File: src/rtl/nn_f2_pkg.sv
// Shared constants and state encoding for the nn_f2 frame loader.
package nn_f2_pkg;

    localparam int IMG_BITS    = 288;
    localparam int FLT_BITS    = 18;
    localparam int N_FLT       = 4;
    localparam int IMG_BYTES   = 36;
    localparam int FLT_BYTES   = 9;
    localparam int FRAME_BYTES = 45;
    localparam int CNT_W       = 6;
    localparam int LAT_W       = 8;

    typedef enum logic [1:0] {
        LOAD_IMG,
        LOAD_FLT,
        WAIT,
        DONE
    } state_t;

endpackage

File: src/rtl/nn_f2_byte_reg.sv
// Byte-addressable operand register: one byte lane written per enabled cycle,
// every other lane holds. Cleared only by reset.
module nn_f2_byte_reg #(
    parameter int NBYTES = 36,
    parameter int IDX_W  = 6
) (
    input  logic                  clk,
    input  logic                  rst_n,
    input  logic                  wr_en,
    input  logic [IDX_W-1:0]      wr_idx,
    input  logic [7:0]            wr_data,
    output logic [NBYTES*8-1:0]   q
);

    generate
        for (genvar gi = 0; gi < NBYTES; gi++) begin : g_lane
            logic [7:0] lane_reg;

            // Capture the incoming byte only when this lane is addressed.
            always_ff @(posedge clk or negedge rst_n) begin
                if (!rst_n) begin
                    lane_reg <= '0;
                end else if (wr_en && (wr_idx == IDX_W'(gi))) begin
                    lane_reg <= wr_data;
                end
            end

            assign q[gi*8 +: 8] = lane_reg;
        end
    endgenerate

endmodule

File: src/rtl/nn_f2_frame_loader.sv
// Byte-stream front end for the nn_f2 convolution datapath: assembles a
// 45-byte frame into image/filter operand buses, holds them for LATENCY
// cycles, then presents out_valid until acknowledged.
module nn_f2_frame_loader
    import nn_f2_pkg::*;
#(
    parameter int LATENCY = 16
) (
    input  logic                clk,
    input  logic                rst_n,
    input  logic [7:0]          s_data,
    input  logic                s_valid,
    input  logic                s_last,
    output logic                s_ready,
    output logic [IMG_BITS-1:0] img,
    output logic [FLT_BITS-1:0] filter1,
    output logic [FLT_BITS-1:0] filter2,
    output logic [FLT_BITS-1:0] filter3,
    output logic [FLT_BITS-1:0] filter4,
    output logic                out_valid,
    input  logic                out_ack,
    output logic                busy,
    output logic                frame_err
);

    state_t             state_reg, state_next;
    logic [CNT_W-1:0]   cnt_reg, cnt_next;
    logic [LAT_W-1:0]   lat_reg, lat_next;
    logic               s_ready_reg;
    logic               out_valid_reg;
    logic               frame_err_reg, frame_err_next;

    logic               accept;
    logic               img_we;
    logic               flt_we;
    logic [CNT_W-1:0]   flt_idx;
    logic [FLT_BYTES*8-1:0] flt_q;

    // s_ready is only ever high in the load states, so this is the transfer.
    assign accept  = s_valid && s_ready_reg;
    assign img_we  = accept && (cnt_reg < CNT_W'(IMG_BYTES));
    assign flt_we  = accept && (cnt_reg >= CNT_W'(IMG_BYTES));
    assign flt_idx = cnt_reg - CNT_W'(IMG_BYTES);

    // Next-state, byte counter, latency counter and framing-error decode.
    always_comb begin
        state_next     = state_reg;
        cnt_next       = cnt_reg;
        lat_next       = lat_reg;
        frame_err_next = 1'b0;
        case (state_reg)
            LOAD_IMG, LOAD_FLT: begin
                if (accept) begin
                    if (cnt_reg == CNT_W'(FRAME_BYTES - 1)) begin
                        // Final byte always completes the frame; a missing
                        // s_last is flagged but not fatal.
                        state_next     = WAIT;
                        cnt_next       = '0;
                        lat_next       = '0;
                        frame_err_next = !s_last;
                    end else if (s_last) begin
                        // Short frame: byte is kept, frame is abandoned.
                        state_next     = LOAD_IMG;
                        cnt_next       = '0;
                        frame_err_next = 1'b1;
                    end else begin
                        cnt_next = cnt_reg + 1'b1;
                        if (cnt_reg == CNT_W'(IMG_BYTES - 1)) begin
                            state_next = LOAD_FLT;
                        end
                    end
                end
            end
            WAIT: begin
                if (lat_reg == LAT_W'(LATENCY - 1)) begin
                    state_next = DONE;
                end else begin
                    lat_next = lat_reg + 1'b1;
                end
            end
            DONE: begin
                if (out_ack) begin
                    state_next = LOAD_IMG;
                    cnt_next   = '0;
                end
            end
            default: begin
                state_next = LOAD_IMG;
                cnt_next   = '0;
            end
        endcase
    end

    // State registers; handshake outputs are registered from next-state.
    always_ff @(posedge clk or negedge rst_n) begin
        if (!rst_n) begin
            state_reg     <= LOAD_IMG;
            cnt_reg       <= '0;
            lat_reg       <= '0;
            s_ready_reg   <= 1'b0;
            out_valid_reg <= 1'b0;
            frame_err_reg <= 1'b0;
        end else begin
            state_reg     <= state_next;
            cnt_reg       <= cnt_next;
            lat_reg       <= lat_next;
            s_ready_reg   <= (state_next == LOAD_IMG) || (state_next == LOAD_FLT);
            out_valid_reg <= (state_next == DONE);
            frame_err_reg <= frame_err_next;
        end
    end

    nn_f2_byte_reg #(
        .NBYTES (IMG_BYTES),
        .IDX_W  (CNT_W)
    ) u_img_reg (
        .clk     (clk),
        .rst_n   (rst_n),
        .wr_en   (img_we),
        .wr_idx  (cnt_reg),
        .wr_data (s_data),
        .q       (img)
    );

    nn_f2_byte_reg #(
        .NBYTES (FLT_BYTES),
        .IDX_W  (CNT_W)
    ) u_flt_reg (
        .clk     (clk),
        .rst_n   (rst_n),
        .wr_en   (flt_we),
        .wr_idx  (flt_idx),
        .wr_data (s_data),
        .q       (flt_q)
    );

    assign filter1   = flt_q[0*FLT_BITS +: FLT_BITS];
    assign filter2   = flt_q[1*FLT_BITS +: FLT_BITS];
    assign filter3   = flt_q[2*FLT_BITS +: FLT_BITS];
    assign filter4   = flt_q[3*FLT_BITS +: FLT_BITS];

    assign s_ready   = s_ready_reg;
    assign out_valid = out_valid_reg;
    assign frame_err = frame_err_reg;
    assign busy      = (state_reg == WAIT) || (state_reg == DONE);

endmodule

File: config.mk
export PLATFORM = sky130hd
export DESIGN_NAME = nn_f2_frame_loader
export DESIGN_NICKNAME = d
export VERILOG_FILES = /design/src/rtl/nn_f2_pkg.sv /design/src/rtl/nn_f2_byte_reg.sv /design/src/rtl/nn_f2_frame_loader.sv
export SDC_FILE = /design/constraint.sdc
export NUM_CORES = 1
export LEC_CHECK = 0
export ABC_AREA = 1
export CORE_UTILIZATION = 25
export DETAILED_ROUTE_END_ITERATION = 12
export DONT_BUFFER_PORTS = 1
export GPL_TIMING_DRIVEN = 0
export PLACE_DENSITY = 0.44
export SLEW_MARGIN = 5
export SYNTH_ARGS = -nofsm -noshare
export SYNTH_HDL_FRONTEND = slang
export SYNTH_SLANG_ARGS = --single-unit
File: constraint.sdc
create_clock -name clk -period 1.65 [get_ports clk]
set_input_delay 0.165 -clock clk [delete_from_list [all_inputs] [get_ports clk]]
set_output_delay 0.165 -clock clk [all_outputs]
set_load 0.01 [all_outputs]
==> summary.md <==
| Metric | Value |
|---|---|
| Status | `finished with violations` |
| Failing checks | `negative hold slack, negative setup slack` |
| Synth unique cells | `21` |
| WP data arrival | `2.08 ns` |
| Setup TNS Final | `-0.0656 ns` |
| Hold violation count in the final report | `379` |
| Synth top area share | `67.8%` |
| Placer Congestion | `0.752` |
| Starting density of the core | `25.3%` |
| Vias in the first global route | `10,000` |
| Power density over the cells | `1360 mW/mm²` |
| Most common flop cell mapped by yosys | `dfrtp_1` |
| Routed vias/inst | `4.53` |
| Layout cells sized above 1 | `16.8%` |
| Via Count | `10,200` |
| VDD IR max | `0.000618 V` |
| Utilization after layout | `32.1%` |
| Post-synthesis sequential area ratio | `67.8%` |
| CP max stage cell | `dfrtp_2` |
| Nets | `1,486` |
| Final HPWL DP | `33,500 µm` |
| Cell Area, Synth | `0.0140 mm²` |
| Area of the multi-input gates | `0.00468 mm²` |
| Placed instance area | `0.0149 mm²` |
| Max reg flops | `288` |
| Min Hold Slack | `-0.696 ns` |
| Fin crit period | `1.67 ns` |
| Clk Latency, worst-skew pair | `0.56 ns` |
| Die Y | `238 µm` |
| Async SR Flop Fraction | `100%` |
| Dpl cells | `2,148` |
| All-Layer GR Usage | `17.1%` |
| Post-route DRC | `0` |
| Slew @ Worst Pin | `1.03 ns` |
| Synthesized Nets | `1,418` |
| WL/cell | `21.9 µm` |
| Grt ovf | `0` |
| Yosys top cell by area | `dfrtp_1` |
| Pins Over Slew Limit | `0` |
| I/O Buffers | `0` |
| Inserted Clock Buffers | `42` |
| Top-Level Pins | `377` |
| CP cell instances | `inv_4, ha_4, nand3_1, inv_2, nand2_2, clkbuf_8, nand2_1, o21ai_0` |
| Max frequency | `0.599 GHz` |
| Skew final | `0.00934 ns` |
| Root buffer cell | `clkbuf_16` |
| Drt pass-1 iters | `5` |
| Number of flops mapped to enable cells by yosys | `0` |
| DP Worst Slack | `-1.03 ns` |
| Syn-to-layout area delta | `26.6%` |
| Startpoint types | `flip-flop` |
| Clock Sink Count | `379` |
| Pin count of the biggest net entering global routing | `380` |
| WS Path Type | `reg -> reg` |
| Diodes inserted | `0` |
| Register bit total from synthesis | `379` |
| Finished layout cell area | `0.0177 mm²` |
| Synth Instances | `1,400` |
| Dominant cells by area after synthesis | `dfrtp_1 68%, o21ai_0 13%, nand2_1 12%` |
| Core area | `0.0552 mm²` |
| Fill count | `5,640` |
| Setup Viol. Count Final | `5` |
| Worst stage delay on the critical path | `0.45 ns` |
| Final wirelength | `49,200 µm` |
| Crit Path Max Fanout | `10` |
| Leakage | `8.25 nW` |
| CTS tree | `done` |
| Avg Cell Area, Syn | `9.98 µm²` |
| Count leader, synth | `nand2_1` |
| Seq. cell area | `0.00949 mm²` |
| Hold_buf cts | `2` |
| Period utilisation layout | `101%` |
| Critical path capture point type | `flip-flop` |
| Tot Pwr | `24.1 mW` |
| Critical path required time | `2.07 ns` |
| Die footprint | `0.0569 mm²` |
| Global-route wire length before repair | `71,100 µm` |
| Hold WC Path Type | `in -> async` |
| Synth cell count leaders | `433 x nand2_1, 379 x dfrtp_1, 354 x o21ai_0` |
| CTS H-Tree Depth | `2` |
| Setup WS post-layout | `-0.0194 ns` |
| DR iter-0 viols | `612` |
| Initial antenna violation count | `0` |
| Slew HR | `31.5%` |
| Die W | `238 µm` |
| Synth warn | `0` |
| Final std cells w/o fill | `2,244` |
| Max Cap Viol | `0` |
| RSZ-0062 raised after global routing | `true` |
| Clock transition at path regs | `0.06 ns` |
| Clock tree buffer depth | `3` |
| Antenna-violating nets left | `0` |
| Row cnt | `86` |
==> where the power goes <==
part	switching (mW)	internal, mW	total [mW]
sequential	1.15	10.1	11.3
clock	3.80	5.93	9.73
combinational	1.90	1.21	3.10
==> critical path: cells and delay by family, from the launching register on <==
family                     cells  cell delay [ns]
AOI/OAI and AO/OA              1             0.07
DFF                            1             0.45
and+or+nand+nor                3             0.35
buffers and inverters          3             0.47
adders and majority gates      1             0.19
==> per-layer routing <==
layer	track usage (%)	part of all wire (%)	up-vias
li1	-	-	4736
met1	22.1	43	5041
met2	26.2	46	339
met3	6.93	9.8	53
met4	4.66	1.9	0
met5	0	0	-
==> path summary, 6_finish.rpt <==
check / from / to / slack [ns] / cells after the start
worst min-delay path: rst_n / u_flt_reg.g_lane[2].lane_reg[0] / -0.70 / 0
min in group clk: s_valid / state_reg[0] / 0.01 / 5
max in group asynchronous: rst_n / u_img_reg.g_lane[15].lane_reg[7] / 1.67 / 0
worst max register to register: cnt_reg[1] / u_img_reg.g_lane[25].lane_reg[5] / -0.02 / 8
worst min register to register: lat_reg[0] / lat_reg[0] / 0.53 / 1
worst max-delay path: cnt_reg[1] / u_img_reg.g_lane[25].lane_reg[5] / -0.02 / 8
==> cells in the final DEF, fill, tap and decap left out, drive strengths merged <==
| master | Yosys | routed |
|---|---|---|
| nand3 | 25 | 25 |
| xor2 | 1 | 1 |
| a21oi | 9 | 9 |
| clkinv | 0 | 5 |
| dlygate4sd3 | 0 | 2 |
| nand4 | 7 | 7 |
| nor3b | 1 | 1 |
| inv | 45 | 45 |
| or2 | 1 | 1 |
| bufinv | 0 | 4 |
| buf | 13 | 60 |
| nor3 | 3 | 3 |
| dfrtp | 379 | 379 |
| clkinvlp | 0 | 1 |
| ha | 5 | 5 |
| nor2 | 28 | 28 |
| nand2 | 443 | 444 |
| clkbuf | 70 | 106 |
| o21ai | 370 | 370 |
==> repair_timing <==
item / 4_1_cts / 5_1_grt
buffers inserted: 21 / 20
gates resized for setup: 203 / 127
hold endpoints to repair: 388 / 379
endpoints found under the setup margin: 378 / 293
pin swaps: 12 / 15
cloned: 2 / 7
==> cell type report <==
| cell class | instances | area share (%) |
|---|---|---|
| Clock buffer | 62 | 7.17 |
| Clock inverter | 10 | 0.884 |
| Buffer | 55 | 2.31 |
| Inverter | 45 | 1.15 |
| Sequential cell | 379 | 53.6 |
| Multi-Input combinational cell | 894 | 26.4 |
| Timing Repair Buffer | 51 | 3.13 |
| Tap cell | 748 | 5.29 |
==> kinds of logic (layout without fill, tap and decap cells) <==
| group | after synthesis | in the layout | share of synthesized area (%) |
|---|---|---|---|
| buf+inv | 128 | 223 | 3.60 |
| xor+xnor | 1 | 1 | 0.0627 |
| fa+ha+maj | 5 | 5 | 0.448 |
| simple gates | 508 | 509 | 14.4 |
| flops | 379 | 379 | 67.8 |
| compound gates | 379 | 379 | 13.7 |
(Power assumes the default switching activity.)
